## src/rtl/bst_pkg.sv

```systemverilog
// Shared types and sizes for the BST node selection path.
// Used by sw_debouncer and sw_select_decoder.
package bst_pkg;

    localparam int NODE_COUNT = 8;
    localparam int KEY_W      = 8;
    localparam int SW_W       = 10;

    typedef logic [KEY_W-1:0] key_t;
    typedef logic [2:0]       node_idx_t;

    // Selection status tuple; any change in it raises sel_change.
    typedef struct packed {
        logic      none;
        logic      error;
        node_idx_t idx;
    } sel_status_t;

    function automatic logic [3:0] popcount8(input logic [7:0] v);
        logic [3:0] n;
        n = '0;
        for (int i = 0; i < 8; i++) begin
            n = n + {3'b000, v[i]};
        end
        return n;
    endfunction

endpackage

```

## src/rtl/sw_debouncer.sv

```systemverilog
// Two-flop synchroniser plus whole-vector debouncer for the slide switches.
// Build macro SW_DEBOUNCE_EN: defined = debounce window, undefined = plain synchroniser.
module sw_debouncer
    import bst_pkg::*;
#(
    parameter int DEBOUNCE_CYCLES = 500000
) (
    input  logic            clk,
    input  logic            rst_n,
    input  logic [SW_W-1:0] sw,
    output logic [SW_W-1:0] stable
);

    if (DEBOUNCE_CYCLES < 2) begin : g_bad_param
        $error("sw_debouncer: DEBOUNCE_CYCLES must be at least 2");
    end

    logic [SW_W-1:0] sync_meta;

`ifdef SW_DEBOUNCE_EN
    localparam int CNT_W = $clog2(DEBOUNCE_CYCLES);
    localparam logic [CNT_W-1:0] CNT_LAST = CNT_W'(DEBOUNCE_CYCLES - 1);

    logic [SW_W-1:0]  sync;
    logic [SW_W-1:0]  sync_prev;
    logic [CNT_W-1:0] cnt;
    logic             sync_moved;

    // A change only restarts the window once counting has begun; the first
    // differing cycle is itself the first counted cycle.
    assign sync_moved = (sync != sync_prev) && (cnt != '0);

    always_ff @(posedge clk or negedge rst_n) begin
        if (!rst_n) begin
            sync_meta <= '0;
            sync      <= '0;
            sync_prev <= '0;
            cnt       <= '0;
            stable    <= '0;
        end else begin
            sync_meta <= sw;
            sync      <= sync_meta;
            sync_prev <= sync;
            if (sync == stable) begin
                cnt <= '0;
            end else if (sync_moved) begin
                cnt <= '0;
            end else if (cnt == CNT_LAST) begin
                stable <= sync;
                cnt    <= '0;
            end else begin
                cnt <= cnt + 1'b1;
            end
        end
    end
`else
    // stable is the second synchroniser stage, so SW reaches the outputs in 3 edges.
    always_ff @(posedge clk or negedge rst_n) begin
        if (!rst_n) begin
            sync_meta <= '0;
            stable    <= '0;
        end else begin
            sync_meta <= sw;
            stable    <= sync_meta;
        end
    end
`endif

endmodule

```

## src/rtl/sw_select_decoder.sv

```systemverilog
// Debounced slide switches -> selected BST node key, error and none flags.
// Debounce window enabled by defining SW_DEBOUNCE_EN; otherwise synchroniser only.
module sw_select_decoder
    import bst_pkg::*;
#(
    parameter int DEBOUNCE_CYCLES = 500000
) (
    input  logic                        clk,
    input  logic                        rst_n,
    input  logic [SW_W-1:0]             SW,
    input  logic [NODE_COUNT*KEY_W-1:0] node_keys,
    output key_t                        value,
    output logic                        error,
    output logic                        none,
    output node_idx_t                   sel_idx,
    output logic                        sel_change
);

    logic [SW_W-1:0] stable;
    sel_status_t     status_d;
    sel_status_t     status_q;
    key_t            value_d;

    sw_debouncer #(
        .DEBOUNCE_CYCLES(DEBOUNCE_CYCLES)
    ) u_debouncer (
        .clk   (clk),
        .rst_n (rst_n),
        .sw    (SW),
        .stable(stable)
    );

    // none wins over error; only a single lit SW[7:0] bit yields a real selection.
    always_comb begin
        status_d.none  = (stable == '0);
        status_d.error = 1'b0;
        status_d.idx   = '0;
        value_d        = '0;
        if (!status_d.none) begin
            if ((stable[SW_W-1:NODE_COUNT] != '0) || (popcount8(stable[NODE_COUNT-1:0]) > 4'd1)) begin
                status_d.error = 1'b1;
            end else begin
                for (int i = 0; i < NODE_COUNT; i++) begin
                    if (stable[i]) begin
                        status_d.idx = node_idx_t'(i);
                        value_d      = node_keys[i*KEY_W +: KEY_W];
                    end
                end
            end
        end
    end

    assign status_q = '{none: none, error: error, idx: sel_idx};

    always_ff @(posedge clk or negedge rst_n) begin
        if (!rst_n) begin
            value      <= '0;
            error      <= 1'b0;
            none       <= 1'b1;
            sel_idx    <= '0;
            sel_change <= 1'b0;
        end else begin
            value      <= value_d;
            error      <= status_d.error;
            none       <= status_d.none;
            sel_idx    <= status_d.idx;
            sel_change <= (status_d != status_q);
        end
    end

endmodule

```

## config.mk

```make
export PLATFORM = sky130hd
export DESIGN_NAME = sw_select_decoder
export DESIGN_NICKNAME = d
export VERILOG_FILES = /design/src/rtl/bst_pkg.sv /design/src/rtl/sw_debouncer.sv /design/src/rtl/sw_select_decoder.sv
export SDC_FILE = /design/constraint.sdc
export NUM_CORES = 1
export LEC_CHECK = 0
export CORE_MARGIN = 2
export CORE_UTILIZATION = 30
export DETAILED_ROUTE_END_ITERATION = 10
export SETUP_SLACK_MARGIN = 0.5
export SLEW_MARGIN = 20
export SYNTH_ARGS = -nofsm -noshare
export SYNTH_HDL_FRONTEND = slang
export SYNTH_SLANG_ARGS = --single-unit
```

## constraint.sdc

```tcl
create_clock -name clk -period 3.89 [get_ports clk]
set_input_delay 1.167 -clock clk [delete_from_list [all_inputs] [get_ports clk]]
set_output_delay 1.167 -clock clk [all_outputs]
set_load 0.01 [all_outputs]
```

==> flow_summary.toml, run 1 <==
[status]
status = "completed"

[cts]
cts_tree = "yes"
cts.reportedPaths.clkPinSlew_ns = 0.07
cts_root_buffer = "clkbuf_8"
clockBufferDepth = 2
cts.sinks = 34
insertion_delay_ns = 0.28
cts_buffers = 5
htree_levels = 2

[critical_path]
setup.worst_path.class = "reg2reg"
cpMostUsedCell = "fa_1"
path_buf_inv = 3
critPathLaunchType = "flop"
max_stage_delay_ns = 0.53
crit_fanout = 6
arrival_ns = 3.87
critPathSlowestCell = "fa_1"
path_cells = "fa_1, inv_1, fa_1, fa_1, inv_2, ha_4, inv_2, fa_1, and4bb_1, a22oi_4, nand2b_4, nor3_2, o311ai_2"
required_ns = 4.08
end_kind = "flop"
path_delay_family = "adder cells"

[routing]
drcViolationCount = 0
route.vias.total = 1636
postRouteAntennaNets = 0
drt_iter0_markers = 72
wl_um = 5360
dr.pass1.iters = 4
viasPerCell = 4.94
routedWlPerCell_um = 16.2

[floorplan]
die_h_um = 82.3
design.core.area_um2 = 5920
rows = 28
dieArea_um2 = 6770
ios = 90
start_util_pct = 31.1
die_width_um = 82.3

[synth]
synthMostInstantiatedCell = "dfrtp_1"
ys_types = 39
synthArstFlopShare_pct = 100
synth_flop_cell = "dfrtp_1"
synth_top_area_share_pct = 44.9
yosysSeqAreaShare_pct = 46.3
synthesis.area_um2 = 1840
yosys_warnings = 0
syn_nets = 240
synth_area_leaders = "dfrtp_1 (45%), a221oi_2 (6.5%), o22ai_1 (5.4%)"
synth-edff-count = 0
yosysTopAreaCell = "dfrtp_1"
synth_common_cells = "dfrtp_1 (33), nor3_1 (16), o22ai_1 (16)"
ys_seq_elements = 34
syn_inst = 156
syn_area_per_cell_um2 = 11.8

[timing]
skew_ns = 0.00827
rsz0062_at_grt = "true"
finalCritPeriodShare_pct = 94.5
min_period_ns = 3.68
slew_violations = 0
tns_ns = 0
tightest_slew_ns = 0.924
report.final.setup_viol = 0
slew_headroom_pct = 38.3
max_freq_ghz = 0.272
finalHoldViolCount = 0

[power]
power_w = 0.000970
worst_ir_drop_vdd_uv = 171
cellPowerDensity_nw_per_um2 = 319
cellLeakagePower_nw = 1.26

[global_route]
grt_pass1_vias = 1647
grt_max_degree = 35
antenna_found_initial = 0
grt_pass1_wl_um = 8000
grt_overflow = 0
grtUsageTotal_pct = 16.1

[placed_design]
dp_hpwl_um = 3970
place_area_um2 = 2800
dp_cells = 315
place.gp.congestion = 0.780
io_buffer_count = 89

[run]
maxCapViolCount = 0

[min_path]
min_path_type = "reg2reg"

[cells_and_area]
antennaDiodeCount = 0
drive_above_1_share_pct = 20.7
final_net_count = 339
post-route-cell-area_um2 = 3050
area_growth_pct = 65.6
finalNonFillerCells = 331
==> cell type report <==
cell class / count / area, um^2
Sequential cell: 34 / 853
Clock inverter: 1 / 7.51
Timing Repair Buffer: 101 / 997
Multi-Input combinational cell: 100 / 970
Inverter: 13 / 48.8
Tap cell: 75 / 93.8
Clock buffer: 7 / 76.3
Fill cell: 535 / 2870
==> worst paths after layout <==
| check | from | endpoint | slack, ns | cells after the start |
|---|---|---|---|---|
| max in group asynchronous | rst_n | none | 2.26 | 2 |
| setup reg to reg | u_debouncer.stable[0] | sel_change | 0.21 | 13 |
| hold / removal | u_debouncer.sync_meta[6] | u_debouncer.stable[6] | 0.35 | 0 |
| min in group asynchronous | rst_n | u_debouncer.sync_meta[8] | 1.29 | 2 |
| setup / recovery | u_debouncer.stable[0] | sel_change | 0.21 | 13 |
| hold reg to reg | u_debouncer.sync_meta[6] | u_debouncer.stable[6] | 0.35 | 0 |
==> layout by cell type, fill, tap and decap left out, drive strengths merged, types with 3 or more instances in the layout <==
| master | Yosys | routed |
|---|---|---|
| a21oi | 3 | 3 |
| clkbuf | 2 | 7 |
| nor2b | 3 | 3 |
| a221oi | 8 | 8 |
| a211oi | 3 | 3 |
| or2 | 3 | 3 |
| ha | 4 | 4 |
| dfrtp | 33 | 33 |
| nor2 | 4 | 4 |
| fa | 4 | 4 |
| inv | 12 | 12 |
| and3 | 10 | 10 |
| buf | 7 | 12 |
| a2111oi | 8 | 8 |
| clkdlybuf4s50 | 0 | 89 |
| o22ai | 16 | 16 |
| nor3 | 18 | 18 |
==> metal layers <==
metal	GRT usage (%)	part of all wire (%)	wire, um	vias up
met2	27.0	47	2540	69
met1	19.7	42	2260	764
met5	0	0	0	-
met4	4.83	1.5	80	0
met3	5.11	9.1	487	9
li1	-	-	-	794
==> registers in the layout, indices dropped and copies added, names as in the netlist <==
name,flops
error,1
none,1
sel_change,1
sel_idx,3
u_debouncer.stable,10
u_debouncer.sync_meta,10
value,8
==> report_power, final <==
group / internal, W / leakage, nW / switching [W]
Clock: 0.000127 / 0.0385 / 0.000128
Combinational: 0.000189 / 0.803 / 0.000124
Sequential: 0.000381 / 0.416 / 0.0000220
Total: 0.000696 / 1.26 / 0.000274
==> kinds of logic after synthesis <==
family	synth area share, %
AOI/OAI and AO/OA	21.8
and+or+nand+nor	18.0
DFF	46.3
xor gates and xnor gates	0.476
buffers and inverters	6.26
adders and majority gates	7.08
==> stage by stage <==
stage               worst slack [ns]  util [%]  hold WS, ns
floorplan                      0.155         -        0.331
global placement               0.143      47.3        0.333
detailed placement            0.0659      47.3        0.335
CTS                            0.187      50.5        0.350
global route                  0.0621      51.5        0.358
finish                         0.215      51.5        0.348
==> repair_timing <==
item                       in CTS  in global routing
setup buffers                   4                  4
setup endpoints to repair      12                 13
pin swaps                      10                  2
hold buffers                    0                  0
gates resized for setup        15                  6
Note: power is estimated with default switching activity, not from simulation.
==> inputs of run 2 (changes only) <==
Settings changed: CELL_PAD_IN_SITES_DETAIL_PLACEMENT from default to 0, CELL_PAD_IN_SITES_GLOBAL_PLACEMENT from default to 2, CORE_UTILIZATION 30 to 22, PLACE_DENSITY_LB_ADDON from default to 0.1, RECOVER_POWER from default to 25.
==> run 2 against run 1 <==
Global-route usage fell by 2.2 points. Critical path depth stayed put. Clock-buffer cell count decreased by 2. Highest routed layer unchanged.
==> flow_summary.toml, run 2 (same netlist as run 1, synthesis figures left out) <==
[timing]
slew_violations = 0
finalHoldViolCount = 0
rsz0062_at_grt = "true"
slew_headroom_pct = 36.6
min_period_ns = 3.71
tightest_slew_ns = 0.949
tns_ns = 0
finalCritPeriodShare_pct = 95.2
max_freq_ghz = 0.270
report.final.setup_viol = 0
skew_ns = 0.0136

[routing]
routedWlPerCell_um = 16.8
postRouteAntennaNets = 0
drt_iter0_markers = 61
viasPerCell = 4.55
dr.pass1.iters = 4
route.vias.total = 1653
drcViolationCount = 0
wl_um = 6090

[critical_path]
critPathSlowestCell = "fa_1"
end_kind = "flop"
arrival_ns = 3.87
setup.worst_path.class = "reg2reg"
cpMostUsedCell = "fa_1"
path_buf_inv = 4
r2r_slack_ns = 0.19
max_stage_delay_ns = 0.55
critPathLaunchType = "flop"
crit_fanout = 6
path_cells = "fa_1, inv_1, fa_1, fa_1, inv_2, ha_4, inv_2, fa_1, and4bb_1, a22oi_4, buf_4, nor4bb_4, o311ai_2"
required_ns = 4.06
path_delay_family = "adder cells"

[run]
maxCapViolCount = 0

[power]
pwr-share-seq_pct = 38.0
p_switching_w = 0.000291
cellLeakagePower_nw = 1.28
clockPowerShare_pct = 31.1
worst_ir_drop_vdd_uv = 155
p_comb_share_pct = 30.9
cellPowerDensity_nw_per_um2 = 336
p_int_w = 0.000766
p_sw_share_pct = 27.5

[placed_design]
dp_cells = 346
dp_hpwl_um = 4560
io_buffer_count = 89
place.gp.congestion = 0.681

[floorplan]
rows = 33
design.core.area_um2 = 8180
die_width_um = 95.4
die_h_um = 95.4
dieArea_um2 = 9110
ios = 90
start_util_pct = 22.5

[global_route]
grt_max_degree = 35
grt_overflow = 0
grtUsageTotal_pct = 13.9
grt_pass1_vias = 1712
antenna_found_initial = 0
grt_pass1_wl_um = 9360

[cells_and_area]
drive_above_1_share_pct = 22.1
fin_util_pct = 38.4
antennaDiodeCount = 0
largestRegisters = "u_debouncer.stable: 10 flops, u_debouncer.sync_meta: 10 flops, value: 8 flops"
final_net_count = 341
multi_input_area_um2 = 982
register_area_um2 = 852
fill_cells = 819
final_common_cell = "clkdlybuf4s50_1"
finalNonFillerCells = 363
final_cell_mix = "clkdlybuf4s50_1 (78), dfrtp_1 (33), o22ai_1 (16)"
area_growth_pct = 70.9

[cts]
htree_levels = 2
cts_tree = "yes"
cts_root_buffer = "clkbuf_8"
cts_buffers = 5
insertion_delay_ns = 0.29
clockBufferDepth = 2
cts.sinks = 34
cts.reportedPaths.clkPinSlew_ns = 0.08

[status]
status = "completed"

[min_path]
min_path_type = "reg2reg"
[run 2: cell types whose count changed in the layout (fill, tap and decap cells not counted)]
cell / change
clkdlybuf4s50_1: -11
bufinv_16: +1
dlygate4sd3_1: +10
buf_2: +1
dfrtp_2: -1
clkbuf_1: -2
dfrtp_1: +1
buf_6: +2
nor3_4: +2
clkinvlp_4: +1
nor3_2: -2
[run 2: through the flow]
| step | hold slack, ns | area (um^2) | setup WS, ns | total power (W) |
|---|---|---|---|---|
| 4_1_cts | 0.354 | 3100 | 0.125 | 0.00106 |
| 6_report | 0.352 | 3140 | 0.185 | 0.00106 |
| 5_1_grt | 0.357 | 3140 | 0.0479 | 0.00112 |
| 3_3_place_gp | 0.332 | 2840 | 0.120 | 0.000688 |
| 3_5_place_dp | 0.336 | 2840 | 0.0323 | 0.000688 |
| 2_1_floorplan | 0.331 | 1850 | 0.155 | 0.000533 |
[run 2: final cells by class]
class | instances | share of cell area, %
timing repair buffer | 103 | 32.3
multi-input combinational | 100 | 31.3
sequential | 34 | 27.1
tap | 105 | 4.18
clock buffer | 5 | 2.19
inverter | 13 | 1.55
clock inverter | 3 | 1.43
[run 2: path summary, 6_finish.rpt]
kind,start,endpoint,cells after the start
worst max-delay path,u_debouncer.stable[0],sel_change,13
worst min-delay path,u_debouncer.sync_meta[8],u_debouncer.stable[8],0
worst max register to register,u_debouncer.stable[0],sel_change,13
worst min register to register,u_debouncer.sync_meta[8],u_debouncer.stable[8],0
max in group asynchronous,rst_n,sel_idx[2],1
min in group asynchronous,rst_n,u_debouncer.sync_meta[2],1
[run 2: layer usage]
metal	GRT usage (%)	wire, um	up-vias	share of wire (%)
met1	18.0	2750	792	45
li1	-	-	794	-
met5	0	0	-	0
met4	5.00	61	0	1.0
met3	3.64	482	5	7.9
met2	22.2	2800	62	46
[run 2: what timing repair did]
item	4_1_cts	5_1_grt
setup buffers	8	1
hold buffers	0	0
setup endpoints to repair	12	13
pin swaps	12	5
gates resized for setup	18	6
cloned	0	0
[run 2: power groups by stage]
stage	clock, W	sequential (W)	combinational (W)
finish	0.000329	0.000402	0.000326
global route	0.000356	0.000405	0.000356
CTS	0.000341	0.000401	0.000323
detailed placement	0	0.000406	0.000282
global placement	0	0.000408	0.000280
floorplan	0	0.000411	0.000122
==> inputs of run 3 (changes only) <==
Settings changed: HOLD_SLACK_MARGIN from default to 0.06.
==> results of run 3 <==
No change in the layout: final DEF, timing and power equal those of run 2.
